<file path="src/rtl/alu_seq_pkg.sv">
// Shared constants for the ALU sequencer, its register file and the ALU itself.
// No logic: opcode encodings, FSM state encoding, widths and the latched-instruction record.
// Backpressure: not applicable.
package alu_seq_pkg;

    localparam int REG_W    = 2;
    localparam int DATA_W   = 8;
    localparam int NUM_REGS = 1 << REG_W;

    localparam logic [2:0] OP_INV = 3'b000;
    localparam logic [2:0] OP_OR  = 3'b001;
    localparam logic [2:0] OP_XOR = 3'b010;
    localparam logic [2:0] OP_AND = 3'b011;
    localparam logic [2:0] OP_MUL = 3'b100;
    localparam logic [2:0] OP_ADD = 3'b101;
    localparam logic [2:0] OP_SUB = 3'b110;
    localparam logic [2:0] OP_LDI = 3'b111;

    typedef enum logic [1:0] {
        ST_IDLE = 2'd0,
        ST_EXEC = 2'd1,
        ST_WB   = 2'd2
    } state_t;

    // Fields of the accepted instruction that the ALU ports do not already carry.
    typedef struct packed {
        logic [REG_W-1:0]  rd;
        logic [DATA_W-1:0] imm;
    } instr_lat_t;

endpackage

</file>
<file path="src/rtl/alu_regfile.sv">
// 4x8 register file: two combinational operand reads, one combinational debug read.
// Latency: reads 0 cycles; a write is visible from the cycle after its edge.
// Backpressure: none, the write port is always accepted.
module alu_regfile
    import alu_seq_pkg::*;
(
    input  logic              clk,
    input  logic              rst,
    input  logic              wr_en,
    input  logic [REG_W-1:0]  wr_addr,
    input  logic [DATA_W-1:0] wr_data,
    input  logic [REG_W-1:0]  rd_addr_a,
    output logic [DATA_W-1:0] rd_data_a,
    input  logic [REG_W-1:0]  rd_addr_b,
    output logic [DATA_W-1:0] rd_data_b,
    input  logic [REG_W-1:0]  dbg_addr,
    output logic [DATA_W-1:0] dbg_data
);

    logic [DATA_W-1:0] regs [NUM_REGS];

    always_ff @(posedge clk) begin
        if (rst) begin
            for (int i = 0; i < NUM_REGS; i++) begin
                regs[i] <= '0;
            end
        end else if (wr_en) begin
            regs[wr_addr] <= wr_data;
        end
    end

    assign rd_data_a = regs[rd_addr_a];
    assign rd_data_b = regs[rd_addr_b];
    assign dbg_data  = regs[dbg_addr];

endmodule

</file>
<file path="src/rtl/alu_sequencer.sv">
// Issues one instruction at a time to an external combinational ALU and writes the result back.
// Latency: accept -> EXEC -> WB, write at the end of WB; one instruction per 3 cycles.
// Backpressure: instr_ready is high only in IDLE; instr_valid while not ready is ignored.
module alu_sequencer
    import alu_seq_pkg::*;
#(
    parameter int CNT_W = 16
) (
    input  logic              clk,
    input  logic              rst,
    input  logic              instr_valid,
    output logic              instr_ready,
    input  logic [2:0]        instr_op,
    input  logic [REG_W-1:0]  instr_rd,
    input  logic [REG_W-1:0]  instr_rs1,
    input  logic [REG_W-1:0]  instr_rs2,
    input  logic [DATA_W-1:0] instr_imm,
    output logic [DATA_W-1:0] alu_a,
    output logic [DATA_W-1:0] alu_b,
    output logic [2:0]        alu_opcode,
    input  logic [DATA_W-1:0] alu_out,
    output logic              res_valid,
    output logic [REG_W-1:0]  res_rd,
    output logic [DATA_W-1:0] res_data,
    input  logic [REG_W-1:0]  dbg_addr,
    output logic [DATA_W-1:0] dbg_data,
    output logic [CNT_W-1:0]  retired
);

    state_t            state;
    state_t            next_state;
    instr_lat_t        lat;
    logic              accept;
    logic [DATA_W-1:0] rs1_data;
    logic [DATA_W-1:0] rs2_data;

    alu_regfile u_regfile (
        .clk       (clk),
        .rst       (rst),
        .wr_en     (res_valid),
        .wr_addr   (res_rd),
        .wr_data   (res_data),
        .rd_addr_a (instr_rs1),
        .rd_data_a (rs1_data),
        .rd_addr_b (instr_rs2),
        .rd_data_b (rs2_data),
        .dbg_addr  (dbg_addr),
        .dbg_data  (dbg_data)
    );

    always_ff @(posedge clk) begin
        if (rst) begin
            state <= ST_IDLE;
        end else begin
            state <= next_state;
        end
    end

    always_comb begin
        next_state  = state;
        instr_ready = 1'b0;
        res_valid   = 1'b0;
        accept      = 1'b0;
        unique case (state)
            ST_IDLE: begin
                instr_ready = 1'b1;
                accept      = instr_valid;
                if (instr_valid) begin
                    next_state = ST_EXEC;
                end
            end
            ST_EXEC: next_state = ST_WB;
            ST_WB: begin
                res_valid  = 1'b1;
                next_state = ST_IDLE;
            end
            default: next_state = ST_IDLE;
        endcase
    end

    // alu_opcode doubles as the latched opcode, so LDI is detected from it in EXEC.
    always_ff @(posedge clk) begin
        if (rst) begin
            alu_a      <= '0;
            alu_b      <= '0;
            alu_opcode <= '0;
            lat        <= '0;
            res_rd     <= '0;
            res_data   <= '0;
            retired    <= '0;
        end else begin
            if (accept) begin
                alu_a      <= rs1_data;
                alu_b      <= rs2_data;
                alu_opcode <= instr_op;
                lat.rd     <= instr_rd;
                lat.imm    <= instr_imm;
            end
            if (state == ST_EXEC) begin
                res_rd   <= lat.rd;
                res_data <= (alu_opcode == OP_LDI) ? lat.imm : alu_out;
            end
            if (res_valid) begin
                retired <= retired + CNT_W'(1);
            end
        end
    end

endmodule

</file>
<file path="config.mk">
export PLATFORM = sky130hd
export DESIGN_NAME = alu_sequencer
export DESIGN_NICKNAME = d
export VERILOG_FILES = /design/src/rtl/alu_seq_pkg.sv /design/src/rtl/alu_regfile.sv /design/src/rtl/alu_sequencer.sv
export SDC_FILE = /design/constraint.sdc
export NUM_CORES = 1
export LEC_CHECK = 0
export BUFFER_PORTS_ARGS = -buffer_cell sky130_fd_sc_hd__buf_4
export CAP_MARGIN = 30
export CORE_AREA = 2 2 119 121
export DETAILED_ROUTE_END_ITERATION = 8
export DIE_AREA = 0 0 121 123
export SLEW_MARGIN = 0
export SYNTH_ARGS = -nofsm -noshare
export SYNTH_HDL_FRONTEND = slang
export SYNTH_SLANG_ARGS = --single-unit
</file>
<file path="constraint.sdc">
create_clock -name clk -period 4.5 [get_ports clk]
set_input_delay 0.225 -clock clk [delete_from_list [all_inputs] [get_ports clk]]
set_output_delay 0.225 -clock clk [all_outputs]
set_load 0.02 [all_outputs]
</file>
==> Word-level counts from Yosys, hierarchy flattened <==
Memory sizes are Yosys's and may differ from the RTL's. A register that Yosys moved wholly into a read port is not among the register bits.
Index checks and enable logic that the tools add are counted.
W data, S select, Z words.
{ "classes": {"add_sub_neg": 1, "n_eq_ne": 4, "muxes": 14, "n_reduce_logical": 2} }
{ "ops": {"columns": ["op", "count"], "rows": [
  ["$add A16 B1 Y16 const B", 1],
  ["$mux W8", 2],
  ["$mux W1", 9],
  ["$reduce_or A8 Y1", 1],
  ["$mux W2", 2],
  ["$pmux W2 S2", 1],
  ["$eq A3 B3 Y1 const B", 1],
  ["$eq A2 B1 Y1 const B", 1],
  ["$eq A2 B2 Y1 const B", 1],
  ["$logic_not A2 Y1", 1],
  ["$ne A2 B2 Y1 const B", 1]
]} }
{ "totals": {"reg_bits": 41, "ramBits": 32, "input_bits": 30, "out_inout_bits": 55, "word_cells": 29, "n_memories": 1} }
{ "memory_table": {"columns": ["name", "words", "width", "rd", "rd_ports_with_merged_regs", "wr", "line", "text"], "rows": [
  ["u_regfile.regs", 4, 8, 3, 2, 4, "alu_regfile.sv:20", "logic [DATA_W-1:0] regs [NUM_REGS];"]
]} }

==> Longest topological paths before layout <==
Gate-level depths: netlist of the first run.
{ "depth": {"word_depth": 7, "mapped_depth": 6, "mapped_depth_nobuf": 5} }

==> Hierarchy <==
Synthesis of the first run repeated with hierarchy kept, for this count alone.
{ "unflattened": {"hier_cells": 361, "hier_area_um2": 4091.4} }
{ "by_module_without_submodules": {"columns": ["mod", "n_inst", "cells_each", "area_per_inst_um2", "seq_area_each_um2"], "rows": [
  ["alu_sequencer", 1, 257, 2223.4, 1141.1],
  ["alu_regfile", 1, 104, 1868.0, 960.9]
]} }

==> Worst setup path before layout of the first run <==
No wires, ideal clock.
{ "synth_timing": {"path_type": "reg2reg", "start": "register state[1]", "end": "memory u_regfile.regs[1][0], enable pin", "setup_ns": 0.310, "arrival_time_ns": 1.527, "required_time_ns": 4.190, "path_slack_ns": 2.663, "path_stages_with_launch": 6, "n_path_buf": 1, "synth_period_minus_slack_ns": 1.837, "cell_sequence": "dfxtp_1 > nor2b_1 > buf_2 > nand2b_1 > nor3b_1 > or2_2"} }
{ "synth_rtl": {"columns": ["element", "line", "text"], "rows": [
  ["from (decl)", "alu_sequencer.sv:30", "state_t state;"],
  ["from (signal assigned)", "alu_sequencer.sv:55", "state <= next_state;"],
  ["to (decl)", "alu_regfile.sv:20", null]
]} }

==> flow_summary.toml, run 1 <==
[power_and_ir_drop]
finalPower_mw = 1.78
pwr-share-clk_pct = 38.0
comb_power_share_pct = 11.6
p_leak_nw = 1.97
p_sw_mw = 0.442
pwr-share-seq_pct = 50.4
powerDensity_nw_per_um2 = 350
ir_worst_vdd_mv = 0.140
swShare_pct = 24.8
p_int_mw = 1.34

[synth]
netlist_top_cells_count = "nand2_1 (68), dfxtp_1 (57), and2_1 (33)"
netlist_instances = 363
async_reset_ff_share_pct = 0
yosys.cell_count.top_type = "nand2_1"
ys.flop_type = "dfxtp_1"
synth.distinct_cells = 34
syn-num-nets = 394
synth_seq_cells = 89
syn_area_per_cell_um2 = 11.0
yosys_warnings = 0
synth_area_leaders = "dfxtp_1 (29%), edfxtp_1 (24%), mux4_2 (14%)"
synthesis.area_um2 = 3990
synth_top_area_cell = "dfxtp_1"
synth_top_area_share_pct = 28.6
synth-edff-count = 32
ys_seq_area_share_pct = 52.6

[detailed_routing]
wl_met2_um = 4630
drc = 0
wl_met3_um = 381
drtIter0Drc = 137
drt.antenna.violating_nets = 0
drt_wl_total_um = 9690
route.top_layer_used = "met4"
wl_per_cell_um = 15.5
vias = 2920
drt_pre_antenna_iters = 4
drt-vias-per-instance = 4.68
wl_met1_um = 4400

[clocking]
cts_resized = 0
cts-root-buf = "clkbuf_16"
path_clk_slew_ps = 60
htreeDepth = 3
clock_latency_ps = 340
post_cts_buffers = 0
numCtsBuffers = 9
hold_buffers = 0
clock_path_buffers = 2
tritoncts = "yes"
cts.sinks = 89

[cells_and_area]
antenna_cells = 0
fillCellCount = 1338
final_nets = 470
area_growth_syn_to_layout_pct = 27.1
drive_gt1_share_pct = 30.2

[die]
num_rows = 43
die_x_um = 121
coreArea_um2 = 13600
start_util_pct = 29.3
die_area_um2 = 14900
die_y_um = 123
io_pins = 85

[sta]
hold_ws_ps = 133
period_minus_slack_ps = 2360
setup_viol = 0
rsz0062_at_grt = "no"
slew_headroom_pct = 52.8
worstMarginPinSlew_ps = 707
fin_setup_tns_ps = 0
finalCritPeriodShare_pct = 52.5
fin_worst_skew_ps = 7.58
hold_viol_final = 0
fmax_ghz = 0.423
slew_viol_final = 0

[worst_setup_path]
r2r-start = "state[1]$_SDFFE_PP0P_"
path_cells = "nor2b_1 -> nand2b_1 -> nor3b_1 -> or2_2"
endpoint_kind = "flip-flop"
crit_type = "flip-flop to flip-flop"
worstPathRequired_ps = 4530
cp_slowest_cell = "nor3b_1"
r2r_end = "u_regfile.regs[1][2]$_SDFFCE_PN0P_"
path_delay_family = "simple AND/OR/NAND/NOR gates"
critPathBufInv = 0
critPathMaxStageDelay_ps = 640
r2r_cells = 4
path_max_fanout = 9
arrival_ps = 2390
ff2ff_setup_slack_ps = 2140
start_kind = "flip-flop"

[placed_design]
dp_hpwl_um = 7180
port_buffers = 84
gp_congestion = 0.804

[global_route]
grt_pass1_vias = 2831
grt_max_degree = 65
antenna_found_initial = 0
groute.usage.overall_pct = 13.4
grt_pass1_wl_um = 15300
grt_overflow_total = 0

[hold_path]
min_path_cells = 3
min-delay-start = "instr_imm[4]"
min_path_type = "input pin to flip-flop"
hold_end = "lat[4]$_SDFFE_PP0P_"

[run]
cap_viol_max_count = 0

[run_status]
outcome = "finished, final reports clean"
## routing by layer
metal	global-route usage (%)	up-vias
li1	-	1437
met2	21.1	77
met5	0	-
met1	17.5	1387
met3	2.35	19
met4	7.56	0
## area by class of cell
class	instances	area (µm²)	share of cell area (%)
clock buffers	11	233	4.59
multi-input cells	251	1800	35.4
inverters	1	3.75	0.0740
well taps	180	225	4.44
clock inverters	5	32.5	0.641
flip-flops and latches	89	2100	41.4
repair buffers	87	681	13.4
## stage by stage
| stage | instances | setup WS, ps | util [%] | instance area, µm² |
|---|---|---|---|---|
| final | 624 | 2140 | 37.3 | 5070 |
| after global routing | 624 | 1940 | 37.3 | 5070 |
| after CTS | 624 | 2120 | 37.3 | 5070 |
| after detailed placement | 608 | 2160 | 35.3 | 4810 |
| after global placement | 606 | 2360 | 35.0 | 4770 |
| after floorplan | 363 | 2660 | - | 3990 |
## worst reg2reg max path: cells and delay by family (launching register included)
kind / cells / cell delay, ps
simple gates: 4 / 1660
flops: 1 / 400
## cell usage in the layout (no fill, tap or decap), types with 9 or more instances in the layout
cell type  count
buf_4         85
nand2_1       68
dfxtp_1       57
and2_1        33
a21oi_1       32
edfxtp_1      32
nor2_1        25
mux4_2        24
mux2i_1       11
clkbuf_16      9
## logic make-up after synthesis
group | Yosys count | synth area share (%)
AND/OR/NAND/NOR | 160 | 19.7
flip-flops | 89 | 52.6
AO/OA/AOI/OAI | 43 | 5.98
multiplexers | 36 | 16.6
buffers and inverters | 23 | 2.35
XOR/XNOR | 11 | 2.41
adder cells (fa/ha/maj) | 1 | 0.313
## power by group through the flow
stage	clock network [mW]	registers (mW)	logic, mW
6_report	0.676	0.896	0.207
5_1_grt	0.724	0.900	0.224
4_1_cts	0.699	0.896	0.210
3_5_place_dp	0	0.914	0.209
3_3_place_gp	0	0.912	0.199
2_1_floorplan	0	0.920	0.109
## worst max-delay path by stage
| stage | from | endpoint | slack (ps) | cells after the start |
|---|---|---|---|---|
| 2_1_floorplan | state[1]$_SDFFE_PP0P_ | u_regfile.regs[1][0]$_SDFFCE_PN0P_ | 2660 | 5 |
| 3_5_place_dp | state[1]$_SDFFE_PP0P_ | u_regfile.regs[1][0]$_SDFFCE_PN0P_ | 2160 | 4 |
| 6_report | state[1]$_SDFFE_PP0P_ | u_regfile.regs[1][2]$_SDFFCE_PN0P_ | 2140 | 4 |
| 5_1_grt | state[1]$_SDFFE_PP0P_ | u_regfile.regs[1][4]$_SDFFCE_PN0P_ | 1940 | 4 |
| 4_1_cts | state[1]$_SDFFE_PP0P_ | u_regfile.regs[1][1]$_SDFFCE_PN0P_ | 2120 | 4 |
| 3_3_place_gp | state[1]$_SDFFE_PP0P_ | u_regfile.regs[2][2]$_SDFFCE_PN0P_ | 2360 | 4 |
## state kept, by name (all words and copies together), names as in the netlist
name / flops
retired: 16
state: 2
alu_a: 8
alu_b: 8
lat: 10
res_data: 8
res_rd: 2
u_regfile.regs: 32
alu_opcode: 3
Note: power is estimated with default switching activity, not from simulation.
==> run 2, diff against run 1 <==
Clock period 4.5 ns to 2 ns, I/O delays scaled along.
==> run 2 against run 1 <==
  * Final area grew 3.6%
  * Register-to-register slack worse by 1900 ps
  * Flip-flop and latch count stayed put
  * Non-clock buffer count rose by 18
  * Critical path depth did not move
  * Fmax up 31%
  * Combinational power grew 130%
  * First-iteration DRC count rose by 38%
  * Setup slack lost 1900 ps
  * Routed wire length down 2.6%
  * Sequential power is 120% higher
  * Critical endpoint is now retired[15]$_SDFFE_PP0P_
  * Sequential share of layout area shrank 1.5 points
==> flow_summary.toml, run 2 (synthesized netlist as in run 1, its figures left out) <==
[detailed_routing]
drt_pre_antenna_iters = 4
drc = 0
vias = 2967
drt.antenna.violating_nets = 0
drt-vias-per-instance = 4.62
wl_per_cell_um = 14.7
drtIter0Drc = 189
drt_wl_total_um = 9440

[power_and_ir_drop]
powerDensity_nw_per_um2 = 806
ir_worst_vdd_mv = 0.313
swShare_pct = 24.0
p_int_mw = 3.22
finalPower_mw = 4.24
pwr-share-clk_pct = 41.4
p_leak_nw = 2.07
comb_power_share_pct = 11.2
p_sw_mw = 1.02
pwr-share-seq_pct = 47.4

[run_status]
outcome = "finished, final reports clean"

[sta]
slew_headroom_pct = 64.3
fin_worst_skew_ps = 6.06
worst_slack_ps = 197
rsz0062_at_grt = "no"
period_minus_slack_ps = 1800
hold_viol_final = 0
finalCritPeriodShare_pct = 90.2
slew_viol_final = 0
fmax_ghz = 0.555
fin_setup_tns_ps = 0
setup_viol = 0
worstMarginPinSlew_ps = 535
hold_ws_ps = 33.4

[die]
num_rows = 43
io_pins = 85
die_x_um = 121
start_util_pct = 29.3
die_area_um2 = 14900
coreArea_um2 = 13600
die_y_um = 123

[cells_and_area]
drive_gt1_share_pct = 31.0
largest_register = "u_regfile.regs"
final_cell_mix = "buf_4 (94), nand2_1 (68), dfxtp_1 (57)"
final_nets = 488
fin_cells = 642
antenna_cells = 0
largestRegisters = "u_regfile.regs (32), retired (16), lat (10)"
area_growth_syn_to_layout_pct = 31.7
largest_reg_flops = 32
layout_commonest_cell = "buf_4"

[placed_design]
port_buffers = 84
gp_congestion = 0.845
place_ws_ps = 251
place_inst = 615
dp_hpwl_um = 7020

[hold_path]
min_path_type = "input pin to flip-flop"

[worst_setup_path]
crit_path_start = "retired[3]$_SDFFE_PP0P_"
endpoint_kind = "flip-flop"
worstPathRequired_ps = 2230
ff2ff_setup_slack_ps = 200
endpoint = "retired[15]$_SDFFE_PP0P_"
r2r-start = "retired[3]$_SDFFE_PP0P_"
crit_type = "flip-flop to flip-flop"
arrival_ps = 2040
start_kind = "flip-flop"
r2r_end = "retired[15]$_SDFFE_PP0P_"
r2r_cells = 4
path_max_fanout = 7

[clocking]
numCtsBuffers = 9
tritoncts = "yes"
htreeDepth = 3
clock_latency_ps = 340
cts-root-buf = "clkbuf_16"
cts.sinks = 89
clock_path_buffers = 2
path_clk_slew_ps = 60

[global_route]
grt_use_met3_pct = 2.31
met2_usage_pct = 21.0
antenna_found_initial = 0
grt_pass1_vias = 2867
grt_max_degree = 31
groute.usage.overall_pct = 13.1
use_met1_pct = 17.4
grt_pass1_wl_um = 15000
grt_overflow_total = 0
top_usage_layer = "met2"

[run]
cap_viol_max_count = 0
run 2: changes by cell type in the layout (fill, tap and decap cells not counted), moves of 2 or more:
cell and change:
dlygate4sd3_1 +11, buf_4 +9, clkbuf_1 -2, clkbuf_8 +2, clkinv_2 -2
run 2: layout make-up:
class | count | area, µm²
Clock buffer | 11 | 253
Tap cell | 180 | 225
Fill cell | 1319 | 8350
Inverter | 1 | 3.75
Sequential cell | 89 | 2100
Timing Repair Buffer | 105 | 816
Multi-Input combinational cell | 251 | 1800
Clock inverter | 5 | 62.6
run 2: layer usage:
metal	share of wire, %	vias to the layer above	wire length, µm
met5	0	-	0
met4	2.5	0	232
met3	4.1	15	383
met2	47	74	4390
met1	47	1412	4430
li1	-	1466	-
run 2: worst min path at each step:
stage,startpoint,end,slack [ps],cells past startpoint
final,instr_imm[2],lat[2]$_SDFFE_PP0P_,30,3
after global routing,instr_rd[0],lat[8]$_SDFFE_PP0P_,30,3
after CTS,instr_imm[2],lat[2]$_SDFFE_PP0P_,20,3
after detailed placement,instr_imm[5],lat[5]$_SDFFE_PP0P_,360,3
after global placement,instr_imm[0],lat[0]$_SDFFE_PP0P_,350,3
after floorplan,instr_imm[0],lat[0]$_SDFFE_PP0P_,240,2
run 2: timing repair:
item | 4_1_cts | 5_1_grt
hold buffers | 11 | 0
setup endpoints to repair | 0 | 0
buffers inserted | 0 | 0
hold endpoints to repair | 11 | 0
gates resized for setup | 0 | 0
run 2: critical path: stages (launching register included):
cell     delay (ps)
dfxtp_1         470
nand4_4         170
or3_4           440
nor3_1          260
mux2_2          360
run 2: power by group through the flow:
| stage | registers [mW] | clock network (mW) | logic (mW) |
|---|---|---|---|
| 6_report | 2.01 | 1.75 | 0.476 |
| 5_1_grt | 2.02 | 1.89 | 0.517 |
| 4_1_cts | 2.01 | 1.80 | 0.484 |
| 3_5_place_dp | 2.05 | 0 | 0.465 |
| 3_3_place_gp | 2.04 | 0 | 0.461 |
| 2_1_floorplan | 2.07 | 0 | 0.246 |
run 2: per-stage QoR:
step	util [%]	cell area (µm²)
2_1_floorplan	-	3990
5_1_grt	38.6	5260
3_3_place_gp	35.5	4830
6_report	38.6	5260
3_5_place_dp	35.5	4830
4_1_cts	38.6	5260
